==> src/rtl/afe_spi_pkg.sv <==
// Shared constants, FIFO entry layout and saturating-increment helper for the AFE SPI receiver.
// AFE_SPI_RX_TIMESTAMP_EN adds a 32-bit commit timestamp to every FIFO entry.
package afe_spi_pkg;

  localparam int AFE_WORD_WIDTH = 16;
  localparam int AFE_FIFO_AW    = 3;
  localparam int AFE_TS_W       = 32;

  // Entry layout at the default word width; the top packs the same order {ts, word}.
  typedef struct packed {
`ifdef AFE_SPI_RX_TIMESTAMP_EN
    logic [AFE_TS_W-1:0]       ts;
`endif
    logic [AFE_WORD_WIDTH-1:0] word;
  } afe_fifo_entry_t;

  function automatic logic [31:0] sat_inc(input logic [31:0] v, input logic [31:0] max_v);
    return (v >= max_v) ? max_v : v + 32'd1;
  endfunction

endpackage

==> src/rtl/afe_spi_rx_fifo.sv <==
// Synchronous first-word-fall-through FIFO; the head entry is visible whenever the FIFO is non-empty.
// A push while full is accepted only when a pop happens in the same cycle.
module afe_spi_rx_fifo #(
  parameter int DW = 16,
  parameter int AW = 3
) (
  input  logic          clk_i,
  input  logic          rst_i,
  input  logic          push_i,
  input  logic [DW-1:0] data_i,
  input  logic          pop_i,
  output logic [DW-1:0] data_o,
  output logic [AW:0]   count_o,
  output logic          full_o,
  output logic          empty_o
);

  localparam int DEPTH = 1 << AW;

  logic [DW-1:0] mem_q [DEPTH];
  logic [AW-1:0] wptr_q, wptr_d;
  logic [AW-1:0] rptr_q, rptr_d;
  logic [AW:0]   count_q, count_d;
  logic          push_eff, pop_eff;

  assign empty_o  = (count_q == '0);
  assign full_o   = (count_q == (AW+1)'(DEPTH));
  assign pop_eff  = pop_i & ~empty_o;
  assign push_eff = push_i & (~full_o | pop_eff);

  always_comb begin
    wptr_d  = wptr_q;
    rptr_d  = rptr_q;
    count_d = count_q;
    if (push_eff) wptr_d = wptr_q + 1'b1;
    if (pop_eff)  rptr_d = rptr_q + 1'b1;
    unique case ({push_eff, pop_eff})
      2'b10:   count_d = count_q + 1'b1;
      2'b01:   count_d = count_q - 1'b1;
      default: count_d = count_q;
    endcase
  end

  always_ff @(posedge clk_i or posedge rst_i) begin
    if (rst_i) begin
      wptr_q  <= '0;
      rptr_q  <= '0;
      count_q <= '0;
    end else begin
      wptr_q  <= wptr_d;
      rptr_q  <= rptr_d;
      count_q <= count_d;
    end
  end

  always_ff @(posedge clk_i) begin
    if (push_eff) mem_q[wptr_q] <= data_i;
  end

  // Gate the head so the read port is all-zero while empty, including after reset.
  assign data_o  = empty_o ? '0 : mem_q[rptr_q];
  assign count_o = count_q;

endmodule

==> src/rtl/afe_spi_rx.sv <==
// Receiver for the write-only AFE attenuator SPI link: oversamples clock/SDI/LE, rebuilds latched
// words into a FWFT FIFO and counts framing/overflow errors. AFE_SPI_RX_TIMESTAMP_EN adds rdTimestamp.
module afe_spi_rx import afe_spi_pkg::*; #(
  parameter int WORD_WIDTH  = AFE_WORD_WIDTH,
  parameter int FIFO_AW     = AFE_FIFO_AW,
  parameter int SYNC_STAGES = 3,
  parameter int CNT_WIDTH   = 8
) (
  input  logic                  sysClk,
  input  logic                  sysReset,
  input  logic                  spiClk,
  input  logic                  spiSdi,
  input  logic                  spiLe,
  input  logic                  statusClear,
  output logic [WORD_WIDTH-1:0] rdData,
  output logic                  rdValid,
  input  logic                  rdReady,
  output logic [FIFO_AW:0]      fifoCount,
  output logic [CNT_WIDTH-1:0]  frameErrCount,
`ifdef AFE_SPI_RX_TIMESTAMP_EN
  output logic [31:0]           rdTimestamp,
`endif
  output logic [CNT_WIDTH-1:0]  overflowCount
);

  localparam int BCW = $clog2(WORD_WIDTH + 2);
  localparam logic [BCW-1:0] BC_FULL = BCW'(WORD_WIDTH);
  localparam logic [BCW-1:0] BC_SAT  = BCW'(WORD_WIDTH + 1);
  localparam logic [31:0]    CNT_MAX = 32'((64'd1 << CNT_WIDTH) - 64'd1);
`ifdef AFE_SPI_RX_TIMESTAMP_EN
  localparam int TS_W = AFE_TS_W;
`else
  localparam int TS_W = 0;
`endif
  localparam int ENTRY_W = WORD_WIDTH + TS_W;

  // SYNC_STAGES must be at least 2; all three lines share identical chains to stay aligned.
  logic [SYNC_STAGES-1:0] clk_sync_q, sdi_sync_q, le_sync_q;
  logic                   clk_prev_q, le_prev_q;
  logic                   clk_s, sdi_s, le_s;
  logic                   clk_rise, le_rise, shift_en;

  always_ff @(posedge sysClk or posedge sysReset) begin
    if (sysReset) begin
      clk_sync_q <= '0;
      sdi_sync_q <= '0;
      le_sync_q  <= '0;
      clk_prev_q <= 1'b0;
      le_prev_q  <= 1'b0;
    end else begin
      clk_sync_q <= {clk_sync_q[SYNC_STAGES-2:0], spiClk};
      sdi_sync_q <= {sdi_sync_q[SYNC_STAGES-2:0], spiSdi};
      le_sync_q  <= {le_sync_q[SYNC_STAGES-2:0], spiLe};
      clk_prev_q <= clk_sync_q[SYNC_STAGES-1];
      le_prev_q  <= le_sync_q[SYNC_STAGES-1];
    end
  end

  assign clk_s    = clk_sync_q[SYNC_STAGES-1];
  assign sdi_s    = sdi_sync_q[SYNC_STAGES-1];
  assign le_s     = le_sync_q[SYNC_STAGES-1];
  assign clk_rise = clk_s & ~clk_prev_q;
  assign le_rise  = le_s & ~le_prev_q;
  // A clock edge coinciding with the LE edge still belongs to the frame being latched.
  assign shift_en = clk_rise & (~le_s | le_rise);

  logic [WORD_WIDTH-1:0] shift_q, shift_d;
  logic [BCW-1:0]        bitcnt_q, bitcnt_d, bitcnt_upd;
  logic                  commit_ok, frame_err;
  logic [ENTRY_W-1:0]    entry_d, push_entry_q;
  logic                  push_q;

`ifdef AFE_SPI_RX_TIMESTAMP_EN
  logic [31:0] ts_q;

  always_ff @(posedge sysClk or posedge sysReset) begin
    if (sysReset) ts_q <= '0;
    else          ts_q <= ts_q + 32'd1;
  end

  assign entry_d = {ts_q, shift_d};
`else
  assign entry_d = shift_d;
`endif

  always_comb begin
    shift_d    = shift_q;
    bitcnt_upd = bitcnt_q;
    if (shift_en) begin
      shift_d = {shift_q[WORD_WIDTH-2:0], sdi_s};
      if (bitcnt_q != BC_SAT) bitcnt_upd = bitcnt_q + 1'b1;
    end
    commit_ok = le_rise && (bitcnt_upd == BC_FULL);
    frame_err = le_rise && !commit_ok;
    bitcnt_d  = le_rise ? '0 : bitcnt_upd;
  end

  always_ff @(posedge sysClk or posedge sysReset) begin
    if (sysReset) begin
      shift_q      <= '0;
      bitcnt_q     <= '0;
      push_q       <= 1'b0;
      push_entry_q <= '0;
    end else begin
      shift_q  <= shift_d;
      bitcnt_q <= bitcnt_d;
      push_q   <= commit_ok;
      if (commit_ok) push_entry_q <= entry_d;
    end
  end

  // Read port: the word at rdData is consumed at the clock edge where rdValid && rdReady are both
  // high; rdData is stable while rdValid is high and rdReady is low.
  logic [ENTRY_W-1:0] fifo_rdata;
  logic               fifo_full, fifo_empty;
  logic               ovf_inc;

  afe_spi_rx_fifo #(
    .DW (ENTRY_W),
    .AW (FIFO_AW)
  ) u_fifo (
    .clk_i   (sysClk),
    .rst_i   (sysReset),
    .push_i  (push_q),
    .data_i  (push_entry_q),
    .pop_i   (rdReady),
    .data_o  (fifo_rdata),
    .count_o (fifoCount),
    .full_o  (fifo_full),
    .empty_o (fifo_empty)
  );

  assign rdValid = ~fifo_empty;
  assign rdData  = fifo_rdata[WORD_WIDTH-1:0];
`ifdef AFE_SPI_RX_TIMESTAMP_EN
  assign rdTimestamp = fifo_rdata[ENTRY_W-1 -: 32];
`endif
  assign ovf_inc = push_q & fifo_full & ~(rdReady & rdValid);

  logic [CNT_WIDTH-1:0] frame_cnt_q, frame_cnt_d;
  logic [CNT_WIDTH-1:0] ovf_cnt_q, ovf_cnt_d;

  // Clear has priority over a same-cycle increment.
  always_comb begin
    frame_cnt_d = frame_cnt_q;
    ovf_cnt_d   = ovf_cnt_q;
    if (frame_err) frame_cnt_d = CNT_WIDTH'(sat_inc(32'(frame_cnt_q), CNT_MAX));
    if (ovf_inc)   ovf_cnt_d   = CNT_WIDTH'(sat_inc(32'(ovf_cnt_q), CNT_MAX));
    if (statusClear) begin
      frame_cnt_d = '0;
      ovf_cnt_d   = '0;
    end
  end

  always_ff @(posedge sysClk or posedge sysReset) begin
    if (sysReset) begin
      frame_cnt_q <= '0;
      ovf_cnt_q   <= '0;
    end else begin
      frame_cnt_q <= frame_cnt_d;
      ovf_cnt_q   <= ovf_cnt_d;
    end
  end

  assign frameErrCount = frame_cnt_q;
  assign overflowCount = ovf_cnt_q;

endmodule

==> config.mk <==
export PLATFORM = sky130hd
export DESIGN_NAME = afe_spi_rx
export DESIGN_NICKNAME = d
export VERILOG_FILES = /design/src/rtl/afe_spi_pkg.sv /design/src/rtl/afe_spi_rx_fifo.sv /design/src/rtl/afe_spi_rx.sv
export SDC_FILE = /design/constraint.sdc
export NUM_CORES = 1
export LEC_CHECK = 0
export ABC_AREA = 1
export ABC_CLOCK_PERIOD_IN_PS = 7400
export CORE_MARGIN = 2
export CORE_UTILIZATION = 58
export CTS_BUF_LIST = sky130_fd_sc_hd__clkbuf_8
export CTS_CLUSTER_SIZE = 25
export DETAILED_ROUTE_END_ITERATION = 10
export GPL_TIMING_DRIVEN = 1
export PLACE_DENSITY = 0.77
export SLEW_MARGIN = 20
export SYNTH_ARGS = -nofsm -noshare
export SYNTH_HDL_FRONTEND = slang
export SYNTH_SLANG_ARGS = --single-unit
==> constraint.sdc <==
create_clock -name sysClk -period 7.4 [get_ports sysClk]
set_clock_uncertainty 0.15 [all_clocks]
set_input_delay 1.48 -clock sysClk [delete_from_list [all_inputs] [get_ports sysClk]]
set_output_delay 1.48 -clock sysClk [all_outputs]
set_load 0.03 [all_outputs]
---- Word level (Yosys, flattened, before mapping) ----
Memory sizes are Yosys's and may differ from the RTL's.
Cells that the tools add are included.
storage, ports and cells
  memories kept ........................... 1
  flip-flop bits (word level) ............. 75
  logic and storage cells ................. 65
  memory bits (writable) .................. 128
  output and inout bits ................... 37
  input bits .............................. 7
memory list
  name          depth  bits a word  read ports  clocked after memory_dff  write ports  line                   source
  u_fifo.mem_q  8      16           1           0                         1            afe_spi_rx_fifo.sv:20  logic [DW-1:0] mem_q [DEPTH];
operators by class
  reductions and logical operators ........ 7
  muxes and demuxes ....................... 14
  $lt $le $gt $ge ......................... 2
  eq/ne operators ......................... 5
  add/subtract/negate cells ............... 7
  bitwise gates (word level) .............. 15
operators with widths
  kind                                                 count
  2-to-1 mux 8 bit                                     6
  2-to-1 mux 16 bit                                    2
  adder 8 x 1 -> 8 bit, second input constant          2
  >= comparator 8 bit, second input constant           2
  2-to-1 mux 5 bit                                     3
  case mux 4 bit (2 select lines)                      1
  bitwise AND 1 bit                                    7
  adder 3 x 1 -> 3 bit, second input constant          2
  inverter 1 bit                                       6
  nonzero test 2 bit                                   3
  adder 5 x 1 -> 5 bit, second input constant          1
  equality test 5 bit, second input constant           1
  inequality test 5 bit, second input constant         1
  adder 4 x 1 -> 4 bit, second input constant          1
  equality test 4 bit, second input constant           1
  logical NOT 4 bit                                    1
  subtractor 4 x 1 -> 4 bit, second input constant     1
  equality test 2 x 1 -> 1 bit, second input constant  1
  equality test 2 bit, second input constant           1
  logical AND 1 bit                                    2
  2-to-1 mux 1 bit                                     2
  bitwise OR 1 bit                                     2
  logical NOT 1 bit                                    1

---- Longest topological paths before layout ----
Gate-level depths: netlist of the first run.
  depth after elaboration ................. 11
  depth in mapped cells ................... 14
  depth with buffers taken out ............ 13

---- Cells and area by module ----
From an unflattened synthesis of the first run, not the netlist that was laid out.
unflattened totals
  cells, all modules ...................... 806
  area, all modules ....................... 8645.8 µm²
modules (own cells, without submodules)
  module           sequential area each (µm²)  area each (µm²)  cells an instance  instances
  afe_spi_rx_fifo  4093.9                      5743.0           474                1
  afe_spi_rx       1626.6                      2902.8           332                1

---- Least setup slack after synthesis of the first run ----
No wires, ideal clock.
  path type ............................... reg2out
  from .................................... register u_fifo.count_q[0] (netlist: u_fifo.count_o[0])
  to ...................................... output rdData[10]
  path buffers ............................ 1
  data required time ...................... 5.770 ns
  arrival ................................. 1.927 ns
  path slack .............................. 3.843 ns
  cell stages (with the launch flop) ...... 8
  cell sequence ........................... dfrtp_1 -> inv_1 -> nand2_1 -> nor3_1 -> inv_1 -> clkbuf_1 -> o21ai_0 -> nor2_1
on the way
  word-level cells in the longest chain between the ends .. 2
ends and longest elaborated chain
  item                    line                   source
  start, declared         afe_spi_rx_fifo.sv:23  logic [AW:0] count_q, count_d;
  start signal, assigned  afe_spi_rx_fifo.sv:52  count_q <= count_d;
  logical NOT 4 bit       afe_spi_rx_fifo.sv:26  assign empty_o = (count_q == '0);
  2-to-1 mux 16 bit       afe_spi_rx_fifo.sv:61  assign data_o = empty_o ? '0 : mem_q[rptr_q];
  end, declared           afe_spi_rx.sv:15       output logic [WORD_WIDTH-1:0] rdData,
No other way between the ends.

---- Worst setup path after layout of the first run ----
  from .................................... register u_fifo.rptr_q[0]
  to ...................................... output rdData[7]
on the way
  word-level cells in the longest chain between the ends .. 2
ends and longest elaborated chain
  item                    line                   source
  start, declared         afe_spi_rx_fifo.sv:22  logic [AW-1:0] rptr_q, rptr_d;
  start signal, assigned  afe_spi_rx_fifo.sv:51  rptr_q <= rptr_d;
  memory (8 x 16 bit)     -
  2-to-1 mux 16 bit       afe_spi_rx_fifo.sv:61
No other way between the ends.

==> results of run 1 <==
[registers in the layout, summed over array words and instances, names as in the netlist, 4 cells and up]
signal          flops
bitcnt_q            5
frameErrCount       8
overflowCount       8
push_entry_q       16
shift_q            16
u_fifo.count_o      4
u_fifo.mem_q      128
[cell type report]
cell class | instances | area share
inverter | 47 | 0.0184
multi-input combinational | 482 | 0.242
timing repair buffer | 47 | 0.0478
clock inverter | 19 | 0.0161
tap | 180 | 0.0234
sequential | 203 | 0.594
clock buffer | 41 | 0.0586
[cells in the final DEF (no fill, tap or decap), drive strengths merged, types with 4 or more instances in the layout]
master         Yosys  routed
a21oi              9       9
buf                6       4
clkbuf            26      41
clkdlybuf4s50      0      43
clkinv             3       7
dfrtp             75      75
edfxtp           128     128
ha                 9       9
inv               44      56
nand2            141     141
nand3             23      23
nand4             14      14
nor2             128     128
o21ai            100     100
o22ai             37      37
xor2               7       7
[routing by layer]
metal	vias to the layer above	part of all wire	wire length (um)
met5	-	0	0
met4	0	0.018	309
met3	33	0.075	1300
met2	248	0.50	8580
met1	2845	0.41	7100
li1	2747	-	-
[through the flow]
step           instance area, um2  setup slack, ns  total power, mW  cells  utilization
2_1_floorplan                8350             3.84             2.19    764            -
3_3_place_gp                 8910             3.05             2.54    959        0.637
3_5_place_dp                 8910             2.93             2.59    959        0.637
4_1_cts                      9630             2.42             3.61   1019        0.689
5_1_grt                      9630             2.17             3.79   1019        0.689
6_report                     9630             2.39             3.60   1019        0.689
[logic make-up after synthesis]
family | Yosys count | share of synthesized area
simple gates | 312 | 0.155
flops | 203 | 0.685
compound gates | 152 | 0.0989
buf+inv | 79 | 0.0381
xor+xnor | 9 | 0.00944
fa+ha+maj | 9 | 0.0135
[worst max path at each step]
stage                            startpoint    endpoint  depth (start not counted)
after floorplan           u_fifo.count_o[0]  rdData[10]                          7
after global placement     u_fifo.rptr_q[0]  rdData[12]                          7
after detailed placement   u_fifo.rptr_q[0]   rdData[7]                          7
after CTS                  u_fifo.rptr_q[0]   rdData[1]                          7
after global routing       u_fifo.rptr_q[0]   rdData[7]                          7
final                      u_fifo.rptr_q[0]   rdData[7]                          7
[critical path, delay by kind of cell (launching register included)]
family | cells | cell delay (ns)
flip-flops | 1 | 0.36
buffers and inverters | 3 | 1.82
AO/OA/AOI/OAI | 3 | 0.45
AND/OR/NAND/NOR | 1 | 0.21
[power groups by stage]
stage                     sequential, mW  combinational [mW]  clock (mW)
final                               1.43                1.15        1.02
after global routing                1.45                1.26        1.08
after CTS                           1.43                1.14        1.04
after detailed placement            1.45                1.14           0
after global placement              1.44                1.09           0
after floorplan                     1.43               0.757           0
==> metrics, run 1 <==
die area 15400 um2; Filler cells 1018; Largest stage delay, worst path 0.80 ns; relative slew slack 0.255; Max Transition Viols Final 0; overall routing resource usage 0.232; CP most frequent cell o21ai_0; TritonCTS Sinks ~200; HP Class reg2reg; Peak supply drop 183 uV; Required @ worst endpoint 5.77 ns; gpl congestion 0.856; Async SR Flop Fraction 0.369; Area Growth Syn to Fin 15.4%; outcome complete, no violations; Tmin final between 5 and 6 ns; Synth Warn # 0; Max Buffers Root-to-Sink 3; Post-synth EDFFs ~130; final worst-path cycle share 0.677; cell row count 43; Worst Reg-to-Reg Cells 7; Final Hold Slack around 0.20 ns; Vias/cell 5.76; post-synth top area cell edfxtp_1; top cells by area, synth edfxtp_1, dfrtp_1, nand2_1, o21ai_0, nor2_1; post-CTS resize count 0; Slew @ Worst Pin 1.12 ns; vias in the first global route 5649; I/O pin count 44; Cell Area, Synth 8350 um2; DRT antenna net count 0; total CTS buffers 34; H-tree Lvls 2; slowest stage cell on the critical path inv_2; Storage cell area 5720 um2; PwrDens about 370 nW/um2; unique cell type count in the Yosys netlist 32; crit path cell chain buf_4, inv_2, o21ai_0, o22ai_1, o21ai_0, nor2_1, clkdlybuf4s50_1; path type of the worst setup path reg2out; synthesized area per cell approximately 11 um2; root buffer cell clkbuf_8; P_leak roughly 4.0 nW; Startpoint Class flop; Worst Hold Depth 0; syn_nets 780; initial drt markers 490; top cells by count, synth nand2_1, edfxtp_1, nor2_1; Comb pwr share 0.319; ant diodes 0; Core ar. between 10000 and 15000 um2; Final nets 831; setup bufs post-CTS 0; P_sw 1.26 mW; initial core utilization 0.597; max-cap violation count 0; Reg-to-Reg Start u_fifo.count_o[1]; grt met3 use 0.0462; worst-path maximum fanout between 60 and 70; Final TNS setup 0 ns; Synth Register Bits slightly above 200; die width 124 um; Seq pwr share 0.399; GR Layer Usage met1 0.299; share of cells above drive strength 1 0.0894; Worst Path Arrival 3.38 ns; sequential area share after synthesis 0.685; drt total wl 17.3 mm; ys flop type edfxtp_1; initial antenna violation count 0; DRC errors left 0; Hold Buf Count CTS 0; clk_lat worst skew 0.49 ns; CTS tree yes; multi-input logic area 2330 um2; Cells after Synth 764; grt ovf 0; FMAX ~0.2 GHz; Switching Fraction 0.352; CP Capture Type output pin; Final Hold Violating Endpoints 0; hpwl dp 10.2 mm; first-pass GRT wire length 27.2 mm; chip height 124 um; Port Buffers 43; clk slew on worst S/H paths 0.06 ns; pin count of the biggest net entering global routing 76; Hold EP le_sync_q[2]; via count 5873; Reg-to-Reg End u_fifo.mem_q[4][5]; Hold Crit Start le_sync_q[1]; top-count cell post-synth nand2_1; RSZ-0062 raised after global routing no; met2 Resource Use GR 0.387; internal power 2.33 mW; Setup-failing EPs final 0; wire length per cell about 17 um; worst reg2reg setup slack 4.70 ns; area share of the largest cell type after synthesis 0.460; power share of the clock group 0.282; drt pass-1 iters 7; Most Used Layer, Global Route met2
Power figures use the tool's default switching activity.
==> run 2: changes to the inputs <==
--- a/config.mk
+++ b/config.mk
@@ -6,7 +6,7 @@
 export NUM_CORES = 1
 export LEC_CHECK = 0
 export ABC_AREA = 1
-export ABC_CLOCK_PERIOD_IN_PS = 7400
+export ABC_CLOCK_PERIOD_IN_PS = 5200
 export CORE_MARGIN = 2
 export CORE_UTILIZATION = 58
 export CTS_BUF_LIST = sky130_fd_sc_hd__clkbuf_8
==> constraint.sdc (replaced) <==
create_clock -name sysClk -period 5.2 [get_ports sysClk]
set_clock_uncertainty 0.15 [all_clocks]
set_input_delay 1.04 -clock sysClk [delete_from_list [all_inputs] [get_ports sysClk]]
set_output_delay 1.04 -clock sysClk [all_outputs]
set_load 0.03 [all_outputs]
==> metrics, run 2 (synthesized netlist as in run 1, its figures left out) <==
ant diodes 0 (unchanged); CP most frequent cell o21ai_0; Startpoint Class flop; chip height 124 um (unchanged); most frequent cells in the layout nand2_1, edfxtp_1, nor2_1; Required @ worst endpoint 4.01 ns (-1.76 ns); worst-path maximum fanout 33 (-51%); RSZ-0062 raised after global routing no; grt ovf 0 (unchanged); initial drt markers 578 (+18%); pin count of the biggest net entering global routing 67 (-12%); H-tree Lvls 2 (unchanged); DRT antenna net count 0 (unchanged); Filler cells 1029 (+1.1%); slowest stage cell on the critical path clkdlybuf4s50_1; Max Buffers Root-to-Sink 3 (unchanged); setup bufs post-CTS 0 (unchanged); Setup-failing EPs final 0 (unchanged); Max Transition Viols Final 0 (unchanged); clk slew on worst S/H paths 0.06 ns (about the same); max FFs per register 128 (unchanged); total CTS buffers 34 (unchanged); CTS tree yes; P_leak 3.92 nW (-1.2%); HP Class reg2reg; hpwl dp 10.4 mm (+1.5%); drt total wl 17.3 mm (+0.29%); PwrDens 519 nW/um2 (+39%); post-CTS resize count 0 (unchanged); Area Growth Syn to Fin 14.3%; most common cell after layout, fill and taps aside nand2_1; overall routing resource usage 0.235 (+0.00350); vias in the first global route 5730 (+1.4%); critical path depth 6 (-1); Hold Buf Count CTS 0 (unchanged); Port Buffers 43 (unchanged); post-route setup slack 0.990 ns (-1.40 ns); path type of the worst setup path reg2out; Worst Path Arrival 3.02 ns (-0.36 ns); root buffer cell clkbuf_8; outcome complete, no violations; CP Capture Type output pin; Largest Register u_fifo.mem_q; worst reg2reg setup slack 2.46 ns (-2.24 ns); I/O pin count 44 (unchanged); final worst-path cycle share 0.810; Worst Reg-to-Reg Cells 7 (unchanged); Slew @ Worst Pin 1.11 ns (-0.00261 ns); relative slew slack 0.257 (+0.00174); Final nets 831 (unchanged); Peak supply drop 236 uV (+29%); crit path cell chain inv_1, o21ai_0, o22ai_1, o21ai_0, nor2_1, clkdlybuf4s50_1; FMAX 0.238 GHz; Core ar. 14000 um2 (unchanged); cell row count 43 (unchanged); DRC errors left 0 (unchanged); top flop regs u_fifo.mem_q (128), push_entry_q (16), shift_q (16); initial antenna violation count 0 (unchanged); initial core utilization 0.597 (unchanged); Final Hold Violating Endpoints 0 (unchanged); Final TNS setup 0 ns (unchanged); Largest stage delay, worst path 0.70 ns (-0.10 ns); Setup Slack @ Placement 1.54 ns (-1.39 ns); Worst Hold Depth 0 (unchanged); Critical path buffers and inverters 2 (-1); max-cap violation count 0 (unchanged); Vias/cell 5.75 (-0.30%); via count 5861 (-0.20%); wire length per cell 17.0 um (+0.19%); Crit path max-delay family buffers and inverters; TritonCTS Sinks 203 (unchanged); gpl congestion 0.845 (-1.3%); Tmin final 4.21 ns; first-pass GRT wire length 27.9 mm (+2.7%); die width 124 um (unchanged); clk_lat worst skew 0.48 ns (about the same); drt pass-1 iters 5 (-2); die area 15400 um2 (unchanged); share of cells above drive strength 1 0.0893 (-0.000106)
## run 2: cell types whose count changed in the layout (fill, tap and decap cells not counted)
cell | previous run | this run
clkinv_2 | 1 | 5
clkinv_4 | 1 | 0
inv_1 | 52 | 53
clkbuf_8 | 41 | 38
bufinv_16 | 3 | 0
clkinvlp_4 | 0 | 3
## run 2: where the power goes
| group | switching (mW) | internal, mW |
|---|---|---|
| logic | 1.07 | 0.570 |
| clock network | 0.595 | 0.673 |
| registers | 0.159 | 1.89 |
## run 2: layout make-up
type,instances,area (um2),area share
Clock buffer,38,523,0.0548
Multi-Input combinational cell,482,2330,0.244
Inverter,47,178,0.0186
Tap cell,180,225,0.0236
Sequential cell,203,5720,0.600
Timing Repair Buffer,47,460,0.0483
Clock inverter,23,103,0.0108
## run 2: worst paths after layout
kind,to,startpoint
worst min-delay path,clk_sync_q[2],clk_sync_q[1]
worst max register to register,u_fifo.mem_q[6][4],u_fifo.count_o[1]
worst max-delay path,rdData[9],u_fifo.rptr_q[1]
max in group asynchronous,clk_sync_q[2],sysReset
worst min register to register,clk_sync_q[2],clk_sync_q[1]
min in group asynchronous,u_fifo.count_o[0],sysReset
## run 2: worst register-to-register path: stages, from the launching register on
cell	delay [ns]
dfrtp_1	0.42
inv_1	0.09
nand2_1	0.10
nor2_1	0.07
nand3_1	0.13
nand2_1	0.15
or2_2	0.38
nor2_2	0.86
## run 2: metrics by stage
step,util,cell area (um2),hold WS [ns],power (mW),std cells
3_5_place_dp,0.637,8910,0.190,3.70,959
6_report,0.682,9540,0.203,4.95,1020
3_3_place_gp,0.637,8910,0.186,3.62,959
5_1_grt,0.682,9540,0.209,5.23,1020
4_1_cts,0.682,9540,0.208,4.97,1020
2_1_floorplan,-,8350,0.181,3.12,764
## run 2: metal layers
layer,GRT usage,wire [um],vias to the layer above
li1,-,-,2736
met1,0.309,7090,2851
met2,0.400,8800,242
met3,0.0430,1190,32
met4,0.0779,259,0
met5,0,0,-
==> run 3: changes to the inputs <==
--- a/config.mk
+++ b/config.mk
@@ -6,14 +6,14 @@
 export NUM_CORES = 1
 export LEC_CHECK = 0
 export ABC_AREA = 1
-export ABC_CLOCK_PERIOD_IN_PS = 5200
+export ABC_CLOCK_PERIOD_IN_PS = 3450
 export CORE_MARGIN = 2
-export CORE_UTILIZATION = 58
+export CORE_UTILIZATION = 56
 export CTS_BUF_LIST = sky130_fd_sc_hd__clkbuf_8
 export CTS_CLUSTER_SIZE = 25
 export DETAILED_ROUTE_END_ITERATION = 10
 export GPL_TIMING_DRIVEN = 1
-export PLACE_DENSITY = 0.77
+export PLACE_DENSITY = 0.78
 export SLEW_MARGIN = 20
 export SYNTH_ARGS = -nofsm -noshare
 export SYNTH_HDL_FRONTEND = slang
==> constraint.sdc (replaced) <==
create_clock -name sysClk -period 3.45 [get_ports sysClk]
set_clock_uncertainty 0.15 [all_clocks]
set_input_delay 0.69 -clock sysClk [delete_from_list [all_inputs] [get_ports sysClk]]
set_output_delay 0.69 -clock sysClk [all_outputs]
set_load 0.03 [all_outputs]
==> metrics, run 3 (synthesized netlist as in run 1, its figures left out) <==
outcome complete, no violations; Final Hold Slack 0.198 ns (-0.00518 ns); vias in the first global route 5725 (-0.087%); Final TNS setup 0 ns (unchanged); Area Growth Syn to Fin 15.5%; Setup-failing EPs final 0 (unchanged); Final nets 844 (+1.6%); first-pass GRT wire length 28.4 mm (+1.7%); initial core utilization 0.574 (-0.0224); CTS tree yes; WL met1 7.42 mm (+4.6%); Vias/cell 5.66 (-1.5%); Largest Register u_fifo.mem_q; root buffer cell clkbuf_8; power share of the clock group 0.239 (-0.017); CP Capture Type output pin; FMAX 0.294 GHz; worst-path maximum fanout 14 (-58%); HP Class reg2reg; Tmin final roughly 3.4 ns; pin count of the biggest net entering global routing 52 (-22%); share of cells above drive strength 1 0.0880 (-0.00126); Max Buffers Root-to-Sink 3 (unchanged); Worst Path Arrival 2.57 ns (-0.45 ns); max FFs per register 128 (unchanged); ant diodes 0 (unchanged); Slew @ Worst Pin 0.567 ns (-0.547 ns); overall routing resource usage 0.223 (-0.0127); relative slew slack 0.622 (+0.365); Comb pwr share 0.345 (+0.014); internal power 4.64 mW (+48%); Port Buffers 43 (unchanged); P_leak 4.15 nW (+5.8%); wire length per cell 16.9 um (-0.46%); top flop regs u_fifo.mem_q (128), push_entry_q (16), shift_q (16); initial antenna violation count 0 (unchanged); Core ar. 14500 um2 (+3.9%); worst reg2reg setup slack 0.92 ns (-1.54 ns); chip height 126 um (+1.7%); most common cell after layout, fill and taps aside nand2_1; grt ovf 0 (unchanged); drt total wl 17.5 mm (+1.1%); cell row count 44 (+2.3%); DRT antenna net count 0 (unchanged); initial drt markers 598 (+3.5%); RSZ-0062 raised after global routing yes; PwrDens 759 nW/um2 (+46%); most frequent cells in the layout nand2_1, edfxtp_1, nor2_1; path type of the worst setup path reg2out; max-cap violation count 0 (unchanged); Required @ worst endpoint 2.61 ns (-1.40 ns); total CTS buffers 31 (-8.8%); Peak supply drop 361 uV (+53%); clk slew on worst S/H paths 0.06 ns (about the same); Pwr Total 7.32 mW (+48%); Final Hold Violating Endpoints 0 (unchanged); met2 wire len 8.80 mm (about the same); Max Transition Viols Final 0 (unchanged); clk_lat worst skew 0.55 ns (+0.07 ns); die area 15900 um2 (+3.5%); Switching Fraction 0.366 (-0.00251); die width 126 um (+1.7%); gpl congestion 0.862 (+2.1%); drt pass-1 iters 5 (unchanged); H-tree Lvls 1 (-1); Seq pwr share 0.416 (+0.003); DRC errors left 0 (unchanged); I/O pin count 44 (unchanged); TritonCTS Sinks 203 (unchanged); Startpoint Class flop; max layer used met4; hpwl dp 11.0 mm (+6.4%); metal3 WL 963 um (-19%); via count 5862 (+0.017%); P_sw 2.68 mW (+47%); final worst-path cycle share 0.988
-- run 3: cell type report --
cell class                 count  area, um2
inverter                      47        178
clock inverter                23       90.1
multi-input combinational    482       2320
fill                        1064       4890
sequential                   203       5720
tap                          184        230
clock buffer                  34        468
timing repair buffer          63        641
-- run 3: path summary, 6_finish.rpt --
| kind | cells after the start | endpoint | startpoint |
|---|---|---|---|
| max | 7 | rdData[9] | u_fifo.rptr_q[0] |
| min | 0 | sdi_sync_q[2] | sdi_sync_q[1] |
| max reg2reg | 11 | push_entry_q[5] | le_sync_q[2] |
| min reg2reg | 0 | sdi_sync_q[2] | sdi_sync_q[1] |
| max in group asynchronous | 3 | bitcnt_q[0] | sysReset |
| min in group asynchronous | 2 | overflowCount[5] | sysReset |
-- run 3: through the flow --
stage / instances / worst slack (ns) / utilization / cell area (um2)
floorplan: 764 / 0.683 / - / 8350
global placement: 979 / 0.560 / 0.622 / 9040
detailed placement: 979 / 0.469 / 0.622 / 9040
CTS: 1036 / 0.00122 / 0.661 / 9600
global route: 1036 / -0.166 / 0.663 / 9640
finish: 1036 / 0.0430 / 0.663 / 9640
-- run 3: critical path: stages, from the launching register on --
cell and delay (ns):
dfrtp_1 0.40, inv_2 0.20, buf_4 0.22, nor2_1 0.06, o22ai_1 0.21, o21ai_0 0.12
nor2_1 0.12, clkdlybuf4s50_1 0.68
-- run 3: power by group through the flow --
| stage | Sequential [mW] | Clock, mW | Combinational, mW |
|---|---|---|---|
| after floorplan | 3.07 | 0 | 1.62 |
| final | 3.04 | 1.75 | 2.53 |
| after detailed placement | 3.09 | 0 | 2.55 |
| after global placement | 3.07 | 0 | 2.46 |
| after global routing | 3.07 | 1.89 | 2.78 |
| after CTS | 3.04 | 1.78 | 2.56 |
-- run 3: metal layers --
layer	track usage	up-vias
met5	0	-
met4	0.0633	0
met3	0.0374	40
met2	0.381	184
met1	0.297	2872
li1	-	2766
-- run 3: repair_timing --
action                                  4_1_cts  5_1_grt
setup buffers                                 0        0
hold endpoints to repair                      0        0
endpoints found under the setup margin        7       16
hold buffers                                  0        0
gates resized for setup                       1       15
